==> src/rtl/elastic_eager_fork_pkg.sv <==
// Shared constants and types for the elastic eager fork.
// Holds the global token width used by every elastic block.
package elastic_eager_fork_pkg;

  localparam int unsigned DATA_WIDTH      = 32;
  localparam int unsigned StallCntWidth   = 32;

  typedef logic [DATA_WIDTH-1:0] data_t;

endpackage

==> src/rtl/elastic_eager_fork_if.sv <==
// Handshake bundle for the eager fork: one upstream channel and NUM_OUTPUTS branch channels.
// The slave modport is the fork side and the master modport is the driver/consumer side.
interface elastic_eager_fork_if
  import elastic_eager_fork_pkg::*;
#(
  parameter int unsigned NUM_OUTPUTS = 2
) ();

  data_t                   data_input;
  logic                    valid_input;
  logic                    stop_input;
  data_t [NUM_OUTPUTS-1:0] data_output;
  logic  [NUM_OUTPUTS-1:0] valid_output;
  logic  [NUM_OUTPUTS-1:0] stop_output;

  modport slave (
    input  data_input,
    input  valid_input,
    input  stop_output,
    output stop_input,
    output data_output,
    output valid_output
  );

  modport master (
    output data_input,
    output valid_input,
    output stop_output,
    input  stop_input,
    input  data_output,
    input  valid_output
  );

endinterface

==> src/rtl/elastic_fork_branch.sv <==
// One branch of the eager fork: a sent flag plus the branch valid and accept terms.
module elastic_fork_branch (
  input  logic clk_i,
  input  logic rst_ni,
  input  logic valid_i,
  input  logic stop_i,
  input  logic all_acc_i,
  output logic valid_o,
  output logic acc_o
);

  logic sent_q, sent_d;
  logic branch_valid;

  always_comb begin
    branch_valid = valid_i & ~sent_q;
    valid_o      = branch_valid;
    acc_o        = sent_q | (branch_valid & ~stop_i);
    // Remember acceptance only while the token is still held upstream.
    sent_d       = (valid_i & ~all_acc_i) ? acc_o : 1'b0;
  end

  always_ff @(posedge clk_i or negedge rst_ni) begin
    if (!rst_ni) begin
      sent_q <= 1'b0;
    end else begin
      sent_q <= sent_d;
    end
  end

endmodule

==> src/rtl/elastic_eager_fork.sv <==
// Eager fork of one elastic valid/stop channel into NUM_OUTPUTS branches.
// Define ELASTIC_FORK_STALL_CNT_EN to add the stall_count port and counter.
module elastic_eager_fork
  import elastic_eager_fork_pkg::*;
#(
  parameter int unsigned NUM_OUTPUTS = 2
) (
  input  logic                     clk,
  input  logic                     reset_n,
  elastic_eager_fork_if.slave      bus
`ifdef ELASTIC_FORK_STALL_CNT_EN
  ,
  output logic [StallCntWidth-1:0] stall_count
`endif
);

  logic [NUM_OUTPUTS-1:0] acc;
  logic                   all_acc;

  for (genvar i = 0; i < NUM_OUTPUTS; i++) begin : g_branch
    elastic_fork_branch u_branch (
      .clk_i     (clk),
      .rst_ni    (reset_n),
      .valid_i   (bus.valid_input),
      .stop_i    (bus.stop_output[i]),
      .all_acc_i (all_acc),
      .valid_o   (bus.valid_output[i]),
      .acc_o     (acc[i])
    );

    assign bus.data_output[i] = bus.data_input;
  end

  always_comb begin
    all_acc        = &acc;
    bus.stop_input = ~(bus.valid_input & all_acc);
  end

`ifdef ELASTIC_FORK_STALL_CNT_EN
  logic [StallCntWidth-1:0] stall_q, stall_d;

  always_comb begin
    stall_d = stall_q;
    if (bus.valid_input && bus.stop_input) begin
      stall_d = stall_q + 1'b1;
    end
  end

  always_ff @(posedge clk or negedge reset_n) begin
    if (!reset_n) begin
      stall_q <= '0;
    end else begin
      stall_q <= stall_d;
    end
  end

  assign stall_count = stall_q;
`endif

endmodule
==> src/flat_wrapper.sv <==
// flat-port wrapper written by rule: the top's interface ports become plain ports
module elastic_eager_fork_flat import elastic_eager_fork_pkg::*;
#(
  parameter int unsigned NUM_OUTPUTS = 2
)
  (clk, reset_n, bus_data_input, bus_valid_input, bus_stop_output, bus_stop_input, bus_data_output, bus_valid_output);
  elastic_eager_fork_if #(.NUM_OUTPUTS(NUM_OUTPUTS)) bus_i ();
  input  logic clk;
  input  logic reset_n;
  input wire logic [$bits(bus_i.data_input)-1:0] bus_data_input;
  input wire logic [$bits(bus_i.valid_input)-1:0] bus_valid_input;
  input wire logic [$bits(bus_i.stop_output)-1:0] bus_stop_output;
  output wire logic [$bits(bus_i.stop_input)-1:0] bus_stop_input;
  output wire logic [$bits(bus_i.data_output)-1:0] bus_data_output;
  output wire logic [$bits(bus_i.valid_output)-1:0] bus_valid_output;
  assign bus_i.data_input = bus_data_input;
  assign bus_i.valid_input = bus_valid_input;
  assign bus_i.stop_output = bus_stop_output;
  assign bus_stop_input = bus_i.stop_input;
  assign bus_data_output = bus_i.data_output;
  assign bus_valid_output = bus_i.valid_output;
  elastic_eager_fork #(.NUM_OUTPUTS(NUM_OUTPUTS)) u_core (.clk(clk), .reset_n(reset_n), .bus(bus_i));
endmodule
==> config.mk <==
export PLATFORM = sky130hd
export DESIGN_NAME = elastic_eager_fork_flat
export DESIGN_NICKNAME = d
export VERILOG_FILES = /design/src/rtl/elastic_eager_fork_pkg.sv /design/src/rtl/elastic_eager_fork_if.sv /design/src/rtl/elastic_fork_branch.sv /design/src/rtl/elastic_eager_fork.sv /design/src/flat_wrapper.sv
export SDC_FILE = /design/constraint.sdc
export NUM_CORES = 1
export LEC_CHECK = 0
export BUFFER_PORTS_ARGS = -buffer_cell sky130_fd_sc_hd__buf_2
export CORE_MARGIN = 8
export CORE_UTILIZATION = 24
export DETAILED_ROUTE_END_ITERATION = 10
export GPL_TIMING_DRIVEN = 0
export PLACE_DENSITY_LB_ADDON = 0.3
export SYNTH_ARGS = -nofsm -noshare
export SYNTH_HDL_FRONTEND = slang
export SYNTH_SLANG_ARGS = --single-unit
==> constraint.sdc <==
create_clock -name clk -period 0.8 [get_ports clk]
set_input_delay 0.08 -clock clk [delete_from_list [all_inputs] [get_ports clk]]
set_output_delay 0.08 -clock clk [all_outputs]
set_load 0.005 [all_outputs]
### Word-level counts from Yosys, hierarchy flattened

Cells that the tools add are included.

| cells by class | value |
|---|---|
| bitwise operators | 14 |
| reduce and logical (&&, ||, !) cells | 1 |
| muxes and demuxes | 2 |

Operator list:

| operator | number |
|---|---|
| 1-bit AND | 6 |
| 1-bit NOT | 6 |
| 1-bit 2-to-1 mux | 2 |
| 1-bit OR | 2 |
| 2-bit AND reduction | 1 |

| word-level totals | value |
|---|---|
| word-level logic and storage cells | 19 |
| bits of input ports | 37 |
| flip-flop bits (word level) | 2 |
| output and inout port bits | 67 |

### Longest topological paths before layout

Gate-level depths: netlist of run 1.

| logic depth | value |
|---|---|
| depth in word-level cells | 8 |
| gate-level depth with buffers | 2 |
| gate-level depth less buffers | 2 |

### Modules after synthesis

From an unflattened synthesis of run 1, not the netlist that was laid out.

| second synthesis, totals | value |
|---|---|
| cells, all modules | 78 |
| area total of the unflattened synthesis | 611.8 um2 |

Modules (own cells, without submodules):

| module | area each (um2) | cells each | instances | sequential area each (um2) |
|---|---|---|---|---|
| elastic_eager_fork | 491.7 | 66 | 1 | 0.0 |
| elastic_fork_branch | 60.1 | 6 | 2 | 25.0 |

### Worst setup path before layout of run 1

Ideal clock, no wire load.

| timing | value |
|---|---|
| path kind | reg-to-reg |
| from | register u_core.g_branch[1].u_branch.sent_q |
| to | register u_core.g_branch[1].u_branch.sent_q |
| stages on the path, launching flop included | 3 |
| data required time | 0.679 ns |
| period minus slack after synthesis | 0.787 ns |
| arrival time | 0.666 ns |
| setup time | 0.121 ns |
| path slack | 0.013 ns |
| buffers on the path | 0 |
| path through | dfrtp_1 nand2b_1 and4b_1 |

| between the ends | value |
|---|---|
| longest elaborated chain between the ends | 8 |

RTL lines:

| what | line | text |
|---|---|---|
| start: declaration | elastic_fork_branch.sv:12 | `logic sent_q, sent_d;` |
| start signal: assignment | elastic_fork_branch.sv:27 | `sent_q <= sent_d;` |
| 1-bit NOT | elastic_fork_branch.sv:16 | `branch_valid = valid_i & ~sent_q;` |
| 1-bit AND | elastic_fork_branch.sv:16 |  |
| 1-bit AND | elastic_fork_branch.sv:18 | `acc_o = sent_q \| (branch_valid & ~stop_i);` |
| 1-bit OR * | elastic_fork_branch.sv:18 |  |
| 2-bit AND reduction | elastic_eager_fork.sv:35 | `all_acc = &acc;` |
| 1-bit NOT | elastic_fork_branch.sv:20 | `sent_d = (valid_i & ~all_acc_i) ? acc_o : 1'b0;` |
| 1-bit AND | elastic_fork_branch.sv:20 |  |
| 1-bit 2-to-1 mux * | elastic_fork_branch.sv:20 |  |
| via u_core.g_branch[1].u_branch.sent_d | elastic_fork_branch.sv:12 |  |

Mark *: on every way through the listed nets, which the timed path passes. The rest lies on a longest branch.

### Final worst setup path of run 1

| timing | value |
|---|---|
| from | register u_core.g_branch[1].u_branch.sent_q |
| to | output port bus_valid_output[1] |

| between the ends | value |
|---|---|
| longest elaborated chain between the ends | 2 |

RTL lines:

| what | line | text |
|---|---|---|
| 1-bit NOT | elastic_fork_branch.sv:16 |  |
| 1-bit AND | elastic_fork_branch.sv:16 |  |
| end: declaration | flat_wrapper.sv:15 | `output wire logic [$bits(bus_i.valid_output)-1:0] bus_valid_output;` |

Every way passes these cells.

==> key figures, run 1 <==
GRT
  • Total global-route track usage: 9.08%
  • Largest net degree at the start of global routing: 5
  • Number of antenna violations at the first check in global routing: 0
  • Grt ovf: 0
  • First-pass GRT wire length: 3130 um
  • Number of global-route vias before repair: 732

Final layout
  • Reg with most FFs: u_core.g_branch.u_branch.sent_q
  • Area grow syn2layout: 73.6%
  • Max reg flops: 2
  • Largest registers: u_core.g_branch.u_branch.sent_q x2
  • Fill cells: 242
  • Storage element area: 50.0 um2
  • Multi-input gate area: 60.1 um2
  • Share of cells above drive strength 1: 94.6%
  • Core Util, Final: 42.7%
  • ANT cells: 0
  • Nets: 188

Floorplanning
  • Full die area: 4320 um2
  • FP Rows: 18
  • Die boundary width: 65.7 um
  • Top Ports: 104
  • Die height: 65.7 um
  • CORE AREA: 2410 um2
  • Initial Utilization: 24.6%

Clock tree
  • Setup Buffers After CTS: 0
  • CTS buffer count: 3
  • Max clock buf depth: 2
  • Clock root buffer: clkbuf_4
  • Clock slew at the register clock pins of the worst setup and hold paths: 0.03 ns
  • Clk sinks: 2
  • Clk_lat worst skew: 0.23 ns
  • CTS tree: yes
  • H-tree depth: 1

Power and ir drop
  • Lkg Pwr: 0.667 nW
  • Pwr dens: 795 nW/um2
  • IR drop worst, VDD: 0.000359 V

STA
  • WHS: 0.118 ns
  • Final worst slack: -0.257 ns
  • Peak Freq: 946 MHz
  • Rel. slew slack: 93.5%
  • Max-slew violations: 0
  • Tcrit/Tclk final: 132%
  • Final Critical Period: 1.06 ns
  • Final setup viols: 5
  • Skew final: 0.000548 ns
  • Setup TNS: -0.662 ns
  • Hold Fails Final Rpt: 0
  • RSZ-0062 raised after global routing: yes
  • Least-Margin Pin Slew: 0.0981 ns

Synthesis
  • Most used flip-flop cell after synthesis: dfrtp_1
  • Mapped Nets: 112
  • Post-Syn Instances: 75
  • Top-count cell post-synth: buf_4
  • Yosys cell types: 8
  • Simple-gate share of the synthesized area: 8.02%
  • Adder-Cell Fraction of Synth Area: 0%
  • Syn Std Cell Area: 593 um2
  • Yosys top cell area share: 83.5%
  • Main combinational cell family by area after synthesis: buffers and inverters
  • Cell taking the most area after synthesis: buf_4
  • Post-synth top cells: buf_4, dfrtp_1, nand2b_1
  • Seq/Total Area, Yosys: 8.44%
  • Largest cells by area after synthesis: buf_4, dfrtp_1, nand2b_1
  • EDFF count, synth: 0
  • Multiplexer area fraction after synthesis: 0%
  • XOR/XNOR Fraction of Synth Area: 0%
  • Compound-Gate Fraction of Synth Area: 0%
  • Synthesized flop and latch total: 2
  • Yosys Warn Count: 0
  • Ys async rst share: 100%
  • Syn_area_per_cell: 7.91 um2

Status
  • Failing checks: setup timing
  • Status: finished, violations left

Route
  • DRC viols: 0
  • Vias: 643
  • Pre-antenna DRT Iters: 4
  • Routed len/inst: 11.6 um
  • DRT iter0 DRCs: 9
  • Post-DRT Antenna Nets: 0
  • Final WL: 2070 um
  • Vias per Instance: 3.59

Placement
  • HPWL Detailed: 1900 um
  • IO Port Bufs: 71
  • RePlAce Congestion: 0.659

Setup path
  • Critical Path RT: 0.72 ns
  • Worst Path Max Fanout: 2
  • Crit-path cells: and2b_1 > buf_4 > buf_6
  • CP Class: flop to output port
  • Cell family with most CP delay: flip-flops
  • Crit path launch: u_core.g_branch[1].u_branch.sent_q
  • Bufs and invs on worst path: 2
  • Slowest CP cell: dfrtp_1
  • Crit path DAT: 0.98 ns
  • Largest stage delay, worst path: 0.36 ns
  • Critical path capture point type: output port
  • CP Launch Type: flop
  • FF-to-FF Start: u_core.g_branch[1].u_branch.sent_q

Hold path
  • Hold crit path type: input port to flop
  • Start point of the worst hold path: bus_stop_output[1]

Job
  • Max cap viols: 0
cell families (layout without fill, tap and decap cells):
logic type    after synthesis  count (layout)
buf+inv                    66             140
simple gates                7               7
flops                       2               2
layout by cell type, fill, tap and decap left out:
cell type      instances
and3_1                 1
buf_6                  1
and4b_1                1
clkbuf_4               3
nand2b_1               1
dlygate4sd3_1          1
nand2b_4               1
buf_4                 65
nand3_2                1
buf_2                 70
dfrtp_1                2
and2b_1                1
nor2b_1                1
timing repair:
| item | CTS | global route |
|---|---|---|
| hold buffers | 1 | 0 |
| setup endpoints to repair | 5 | 5 |
| resized for setup | 3 | 0 |
| endpoints found under the hold margin | 2 | 0 |
| pin swaps | 0 | 1 |
power by group:
| group | switching, mW | leakage (nW) | internal (mW) |
|---|---|---|---|
| logic | 0.142 | 0.626 | 0.339 |
| registers | 0.00288 | 0.0269 | 0.107 |
| clock network | 0.0618 | 0.0138 | 0.166 |
through the flow:
stage	worst slack (ns)	area (um2)	total power [mW]	instances
finish	-0.257	1030	0.819	179
global route	-0.312	1030	0.896	179
CTS	-0.262	1030	0.839	179
detailed placement	-0.0278	986	0.590	176
global placement	-0.0229	986	0.583	176
floorplan	0.0132	593	0.395	75
layout make-up:
class / count / share of cell area, %
Timing Repair Buffer: 72 / 36.1
Buffer: 65 / 47.4
Tap cell: 30 / 3.65
Sequential cell: 2 / 4.86
Clock buffer: 3 / 2.19
Multi-Input combinational cell: 7 / 5.83
routing by layer:
metal / part of all wire (%) / track usage, % / vias to the layer above
li1: - / - / 312
met4: 1.9 / 6.54 / 0
met5: 0 / 0 / -
met3: 18 / 5.78 / 4
met1: 23 / 5.93 / 270
met2: 57 / 17.4 / 57
path summary, 6_finish.rpt:
path	end	slack, ns	depth (start not counted)
min in group asynchronous	u_core.g_branch[0].u_branch.sent_q	0.18	2
min	u_core.g_branch[0].u_branch.sent_q	0.12	2
max in group asynchronous	u_core.g_branch[1].u_branch.sent_q	0.53	2
max	bus_valid_output[1]	-0.26	3
max reg2reg	u_core.g_branch[1].u_branch.sent_q	-0.05	2
min reg2reg	u_core.g_branch[1].u_branch.sent_q	0.60	1
worst register-to-register path, stage by stage, from the launching register on:
cell and delay (ns):
dfrtp_1 0.36, nand2b_1 0.17, and4b_1 0.20
No activity file was read; power rests on OpenSTA's default activity.
==> inputs of run 2 (changes only) <==
GPL_TIMING_DRIVEN = not set   (was 0)
==> run 2 against run 1 <==
  * The flow still finishes with violations (setup timing)
  * Final area shrank 78%
  * Sequential power is essentially flat
  * Clock skew grew 0.0031 ns
  * Non-clock buffer count shrank 128
  * Routed wire length shrank 72%
  * Cell count shrank 72%
  * Largest cell class is now multi-input gates
  * Maximum frequency grew 5.2%
  * Hold slack gained 0.042 ns
  * Total power shrank 53%
  * Sequential share of layout area grew 17 points
  * Die area is the same
  * Sequential cell count is the same
==> key figures, run 2 (same netlist as run 1, synthesis figures left out) <==
Clock tree
  • Setup Buffers After CTS: 0 (unchanged)
  • Clock slew at the register clock pins of the worst setup and hold paths: 0.03 ns (about the same)
  • H-tree depth: 1 (unchanged)
  • Clock root buffer: clkbuf_4
  • CTS buffer count: 3 (unchanged)
  • Clk_lat worst skew: 0.22 ns (about the same)
  • CTS tree: yes
  • Clk sinks: 2 (unchanged)
  • Max clock buf depth: 2 (unchanged)

STA
  • Max-slew violations: 0 (unchanged)
  • Least-Margin Pin Slew: 0.0889 ns (-0.00919 ns)
  • Final setup viols: 3 (-2)
  • Tcrit/Tclk final: 126% (-6.6 points)
  • Rel. slew slack: 94.1% (+0.61 points)
  • Skew final: 0.00368 ns (+0.00313 ns)
  • Final Critical Period: 1.00 ns (-0.0527 ns)
  • Final worst slack: -0.204 ns (+0.0527 ns)
  • Hold Fails Final Rpt: 0 (unchanged)
  • Peak Freq: 996 MHz (+5.2%)
  • WHS: 0.160 ns (+0.0415 ns)
  • RSZ-0062 raised after global routing: yes

Power and ir drop
  • Sw Ratio: 20.2% (-5.1 points)
  • Clk pwr share: 56.4% (+29 points)
  • Reg power frac: 28.3% (+15 points)
  • Comb power frac: 15.3% (-43 points)
  • Pwr dens: 1710 nW/um2 (+120%)
  • Lkg Pwr: 0.107 nW (-84%)
  • Total power: 0.385 mW (-53%)
  • IR drop worst, VDD: 0.000357 V (-0.62%)
  • Switch Pwr: 0.0780 mW (-62%)
  • Pint: 0.307 mW (-50%)

Setup path
  • CP Launch Type: flop
  • CP Class: flop to output port
  • Critical Path RT: 0.72 ns (about the same)
  • Crit path DAT: 0.92 ns (-0.06 ns)
  • Worst Path Max Fanout: 3 (+1)
  • Critical path capture point type: output port

Route
  • Final WL: 579 um (-72%)
  • Routed len/inst: 11.4 um (-1.8%)
  • Vias: 144 (-78%)
  • Post-DRT Antenna Nets: 0 (unchanged)
  • Pre-antenna DRT Iters: 3 (-1)
  • DRT iter0 DRCs: 2 (-7)
  • DRC viols: 0 (unchanged)
  • Vias per Instance: 2.82 (-21%)

Final layout
  • Area grow syn2layout: -62.0%
  • Storage element area: 50.0 um2 (unchanged)
  • Share of cells above drive strength 1: 61.9% (-33 points)
  • Multi-input gate area: 62.6 um2 (+4.2%)
  • Fill cells: 279 (+15%)
  • Leading cell types in the layout, fill and taps excluded: buf_2, clkbuf_4, nand2b_4, dfrtp_1
  • Most common cell after layout, fill and taps aside: buf_2
  • Max reg flops: 2 (unchanged)
  • Largest registers: u_core.g_branch.u_branch.sent_q x2
  • Reg with most FFs: u_core.g_branch.u_branch.sent_q
  • ANT cells: 0 (unchanged)
  • Nets: 60 (-68%)

GRT
  • Largest net degree at the start of global routing: 5 (unchanged)
  • Number of global-route vias before repair: 198 (-73%)
  • First-pass GRT wire length: 903 um (-71%)
  • Number of antenna violations at the first check in global routing: 0 (unchanged)
  • Grt ovf: 0 (unchanged)
  • Total global-route track usage: 2.91% (-6.2 points)

Placement
  • HPWL Detailed: 397 um (-79%)
  • RePlAce Congestion: 0.663 (+0.62%)
  • IO Port Bufs: 7 (-90%)

Floorplanning
  • FP Rows: 18 (unchanged)
  • Full die area: 4320 um2 (unchanged)
  • Initial Utilization: 24.6% (unchanged)
  • Top Ports: 104 (unchanged)
  • Die height: 65.7 um (unchanged)
  • CORE AREA: 2410 um2 (unchanged)
  • Die boundary width: 65.7 um (unchanged)

Hold path
  • Hold crit path type: input port to output port

Status
  • Failing checks: setup timing
  • Status: finished, violations left

Job
  • Max cap viols: 0 (unchanged)
## run 2: cell types whose count changed in the layout (fill, tap and decap cells not counted)
cell / change
buf_4: -64
nand2b_4: +1
nand3_2: -1
nand2b_1: -1
nand3_1: +1
buf_2: -63
buf_6: -1
## run 2: timing repair
item / CTS / global route
hold buffers: 1 / 0
setup endpoints to repair: 5 / 5
pin swaps: 1 / 1
resized for setup: 0 / 2
hold endpoints to repair: 2 / 0
## run 2: final timing paths
check / start / endpoint / slack [ns] / cells past startpoint
setup / recovery: u_core.g_branch[0].u_branch.sent_q / bus_valid_output[0] / -0.20 / 3
hold / removal: bus_data_input[21] / bus_data_output[21] / 0.16 / 0
setup reg to reg: u_core.g_branch[0].u_branch.sent_q / u_core.g_branch[0].u_branch.sent_q / 0.01 / 2
hold reg to reg: u_core.g_branch[0].u_branch.sent_q / u_core.g_branch[1].u_branch.sent_q / 0.58 / 1
max in group asynchronous: reset_n / u_core.g_branch[0].u_branch.sent_q / 0.51 / 2
min in group asynchronous: reset_n / u_core.g_branch[1].u_branch.sent_q / 0.19 / 2
## run 2: power by group through the flow
stage	logic (mW)	clock network (mW)	registers, mW
floorplan	0.286	0	0.109
global placement	0.0473	0	0.110
detailed placement	0.0453	0	0.110
CTS	0.0494	0.233	0.109
global route	0.0646	0.247	0.110
finish	0.0590	0.217	0.109
## run 2: critical path: stages, from the launching register on
cell and delay (ns):
dfrtp_1 0.37, buf_4 0.13, nor2b_1 0.09, buf_2 0.11
## run 2: per-stage QoR
step                      instances  utilization, %  setup WS [ns]  area, um2  setup TNS (ns)
after floorplan                  75               -         0.0132        593               0
after global placement           47            7.37        -0.0209        178         -0.0404
after detailed placement         47            7.37        -0.0139        178         -0.0150
after CTS                        51            8.72         -0.220        210          -0.651
after global routing             51            9.35         -0.263        225          -0.771
final                            51            9.35         -0.204        225          -0.592
## run 2: area by class of cell
class	count	share of cell area (%)
Multi-Input combinational cell	7	27.8
Timing Repair Buffer	9	23.3
Sequential cell	2	22.2
Tap cell	30	16.7
Clock buffer	3	10.0
## run 2: layer usage
layer | vias up | GRT usage (%) | share of wire, %
met2 | 20 | 2.68 | 48
li1 | 56 | - | -
met5 | - | 0 | 0
met3 | 14 | 3.06 | 20
met4 | 0 | 8.17 | 12
met1 | 54 | 1.36 | 20
==> inputs of run 3 (changes only) <==
ABC_AREA = 1   (was not set)
CORE_UTILIZATION = 25   (was 24)
==> run 3 against run 2 <==
  * The run still ends with setup timing left
  * Cell count grew 31%
  * Global-route usage grew 0.85 points
  * Die area grew 3.7%
  * Non-clock buffer count grew 5
  * Sequential share of layout area shrank 6.0 points
  * Clock-buffer cell count is the same
  * Hold slack is essentially flat
  * Sequential power is essentially flat
  * Critical path depth grew 1
  * Synthesized cell count grew 16%
  * Synthesized area grew 9.3%
==> key figures, run 3 <==
Status
  • Status: finished, violations left
  • Failing checks: setup timing

GRT
  • First-pass GRT wire length: 1210 um (+34%)
  • Grt ovf: 0 (unchanged)
  • Number of global-route vias before repair: 278 (+40%)
  • Number of antenna violations at the first check in global routing: 0 (unchanged)
  • Total global-route track usage: 3.76% (+0.85 points)
  • Largest net degree at the start of global routing: 9 (+4)

Route
  • Final WL: 792 um (+37%)
  • Vias per Instance: 3.16 (+12%)
  • DRT iter0 DRCs: 4 (+2)
  • Vias: 212 (+47%)
  • Routed len/inst: 11.8 um (+4.1%)
  • Pre-antenna DRT Iters: 2 (-1)
  • DRC viols: 0 (unchanged)
  • Post-DRT Antenna Nets: 0 (unchanged)

Final layout
  • Reg with most FFs: u_core.g_branch.u_branch.sent_q
  • Max reg flops: 2 (unchanged)
  • Largest registers: u_core.g_branch.u_branch.sent_q x2
  • ANT cells: 0 (unchanged)
  • Fin cells: 67 (+31%)
  • Area grow syn2layout: -52.3%
  • Final instance area: 309 um2 (+37%)
  • Nets: 76 (+27%)
  • Most common cell after layout, fill and taps aside: buf_2
  • Fill cells: 301 (+7.9%)
  • Share of cells above drive strength 1: 73.0% (+11 points)
  • Core Util, Final: 12.5% (+3.1 points)
  • Leading cell types in the layout, fill and taps excluded: buf_2, nand2_2, buf_4

Floorplanning
  • CORE AREA: 2480 um2 (+2.8%)
  • Initial Utilization: 26.2% (+1.6 points)
  • Full die area: 4480 um2 (+3.7%)
  • Top Ports: 104 (unchanged)
  • FP Rows: 18 (unchanged)
  • Die boundary width: 66.9 um (+1.8%)
  • Die height: 66.9 um (+1.8%)

Clock tree
  • Clock slew at the register clock pins of the worst setup and hold paths: 0.03 ns (about the same)
  • Max clock buf depth: 2 (unchanged)
  • Clk sinks: 2 (unchanged)
  • Clk_lat worst skew: 0.22 ns (about the same)
  • H-tree depth: 1 (unchanged)
  • CTS buffer count: 3 (unchanged)
  • Clock root buffer: clkbuf_4
  • CTS tree: yes

Power and ir drop
  • Total power: 0.451 mW (+17%)
  • Clk pwr share: 49.2% (-7.2 points)
  • Switch Pwr: 0.115 mW (+47%)
  • IR drop worst, VDD: 0.000589 V (+65%)
  • Comb power frac: 25.9% (+11 points)
  • Sw Ratio: 25.5% (+5.3 points)
  • Pint: 0.336 mW (+9.2%)
  • Reg power frac: 24.9% (-3.4 points)
  • Pwr dens: 1460 nW/um2 (-15%)
  • Lkg Pwr: 0.161 nW (+50%)

Setup path
  • Crit path launch: u_core.g_branch[0].u_branch.sent_q
  • Critical path capture point type: output port
  • R2r endpoint: u_core.g_branch[0].u_branch.sent_q
  • FF-to-FF Start: u_core.g_branch[0].u_branch.sent_q
  • Critical Path RT: 0.72 ns (about the same)
  • CP Launch Type: flop
  • Crit path DAT: 0.90 ns (-0.02 ns)
  • CP Class: flop to output port
  • R2R Setup Slk: -0.16 ns (-0.17 ns)
  • Worst Path Max Fanout: 3 (unchanged)
  • Worst r2r path cells: 6 (+4)

Synthesis
  • Mapped Nets: 124 (+11%)
  • Ys async rst share: 100% (unchanged)
  • Largest cells by area after synthesis: buf_4, dfrtp_1, nand2_2
  • Yosys top cell area share: 76.4% (-7.1 points)
  • Cell taking the most area after synthesis: buf_4
  • Post-Syn Instances: 87 (+16%)
  • Yosys Warn Count: 0 (unchanged)
  • Post-synth top cells: buf_4, inv_1, nand2_2
  • Syn Std Cell Area: 648 um2 (+9.3%)
  • Syn_area_per_cell: 7.45 um2 (-5.8%)
  • Seq/Total Area, Yosys: 7.72% (-0.72 points)
  • EDFF count, synth: 0 (unchanged)
  • Top-count cell post-synth: buf_4
  • Synthesized flop and latch total: 2 (unchanged)
  • Most used flip-flop cell after synthesis: dfrtp_1
  • Yosys cell types: 10 (+2)

STA
  • WHS: 0.160 ns (+0.00000100 ns)
  • Tcrit/Tclk final: 123% (-3.0 points)
  • Rel. slew slack: 86.5% (-7.6 points)
  • Peak Freq: 1020 MHz (+2.5%)
  • Max-slew violations: 0 (unchanged)
  • Final setup viols: 5 (+2)
  • Skew final: 0.00142 ns (-0.00226 ns)
  • Final worst slack: -0.180 ns (+0.0242 ns)
  • Final Critical Period: 0.980 ns (-0.0242 ns)
  • Hold Fails Final Rpt: 0 (unchanged)
  • Least-Margin Pin Slew: 0.202 ns (+0.113 ns)
  • RSZ-0062 raised after global routing: yes

Placement
  • RePlAce Congestion: 0.621 (-6.4%)
  • Placed Cells: 57 (+21%)
  • IO Port Bufs: 7 (unchanged)
  • HPWL Detailed: 557 um (+41%)
  • Placed inst area: 214 um2 (+20%)

Hold path
  • Hold Path End: bus_data_output[13]
  • Start point of the worst hold path: bus_data_input[13]
  • Hold depth: 0 (unchanged)
  • Hold crit path type: input port to output port

Job
  • Max cap viols: 0 (unchanged)
run 3: cell type report:
class                           count  area (um2)  area share [%]
Multi-Input combinational cell     11        75.1            24.3
Clock buffer                        3        22.5            7.29
Tap cell                           30        37.5            12.1
Inverter                            7        26.3            8.50
Timing Repair Buffer               14        97.6            31.6
Sequential cell                     2        50.0            16.2
run 3: timing repair:
item | in CTS | in global routing
buffers inserted | 5 | 2
endpoints found under the setup margin | 3 | 5
hold buffers | 1 | 0
cloned | 0 | 0
resized for setup | 1 | 5
hold endpoints to repair | 2 | 0
pin swaps | 5 | 3
run 3: kinds of logic after synthesis:
logic type	Yosys count	share of synthesized area [%]
buffers and inverters	74	82.2
AND/OR/NAND/NOR	9	7.34
flip-flops	2	7.72
AO/OA/AOI/OAI	2	2.70
run 3: power by group through the flow:
stage / clock network [mW] / registers [mW] / logic [mW]
CTS: 0.240 / 0.112 / 0.0991
global placement: 0 / 0.114 / 0.0686
global route: 0.253 / 0.113 / 0.127
floorplan: 0 / 0.113 / 0.316
detailed placement: 0 / 0.114 / 0.0680
finish: 0.222 / 0.112 / 0.117
run 3: worst max path at each step:
stage,endpoint,slack (ns),cells after the start
6_report,bus_stop_input,-0.18,4
5_1_grt,bus_stop_input,-0.26,4
3_3_place_gp,bus_stop_input,0.0004,4
4_1_cts,bus_stop_input,-0.19,4
3_5_place_dp,bus_stop_input,0.004,4
2_1_floorplan,u_core.g_branch[0].u_branch.sent_q,0.1,4
run 3: worst max-delay path: stages, from the launching register on:
cell	delay, ns
dfrtp_1	0.37
inv_1	0.06
nand2_2	0.07
nand3_2	0.05
buf_2	0.13
run 3: per-layer routing:
metal	track usage [%]	vias up	routed length, um
li1	-	93	-
met1	2.27	88	209
met2	5.02	19	360
met3	4.87	12	176
met4	4.18	0	46
met5	0	-	0
run 3: stage by stage:
| stage | TNS, ns | setup slack [ns] |
|---|---|---|
| 2_1_floorplan | 0 | 0.0983 |
| 3_3_place_gp | 0 | 0.000443 |
| 3_5_place_dp | 0 | 0.00447 |
| 4_1_cts | -0.657 | -0.189 |
| 5_1_grt | -1.05 | -0.257 |
| 6_report | -0.734 | -0.180 |
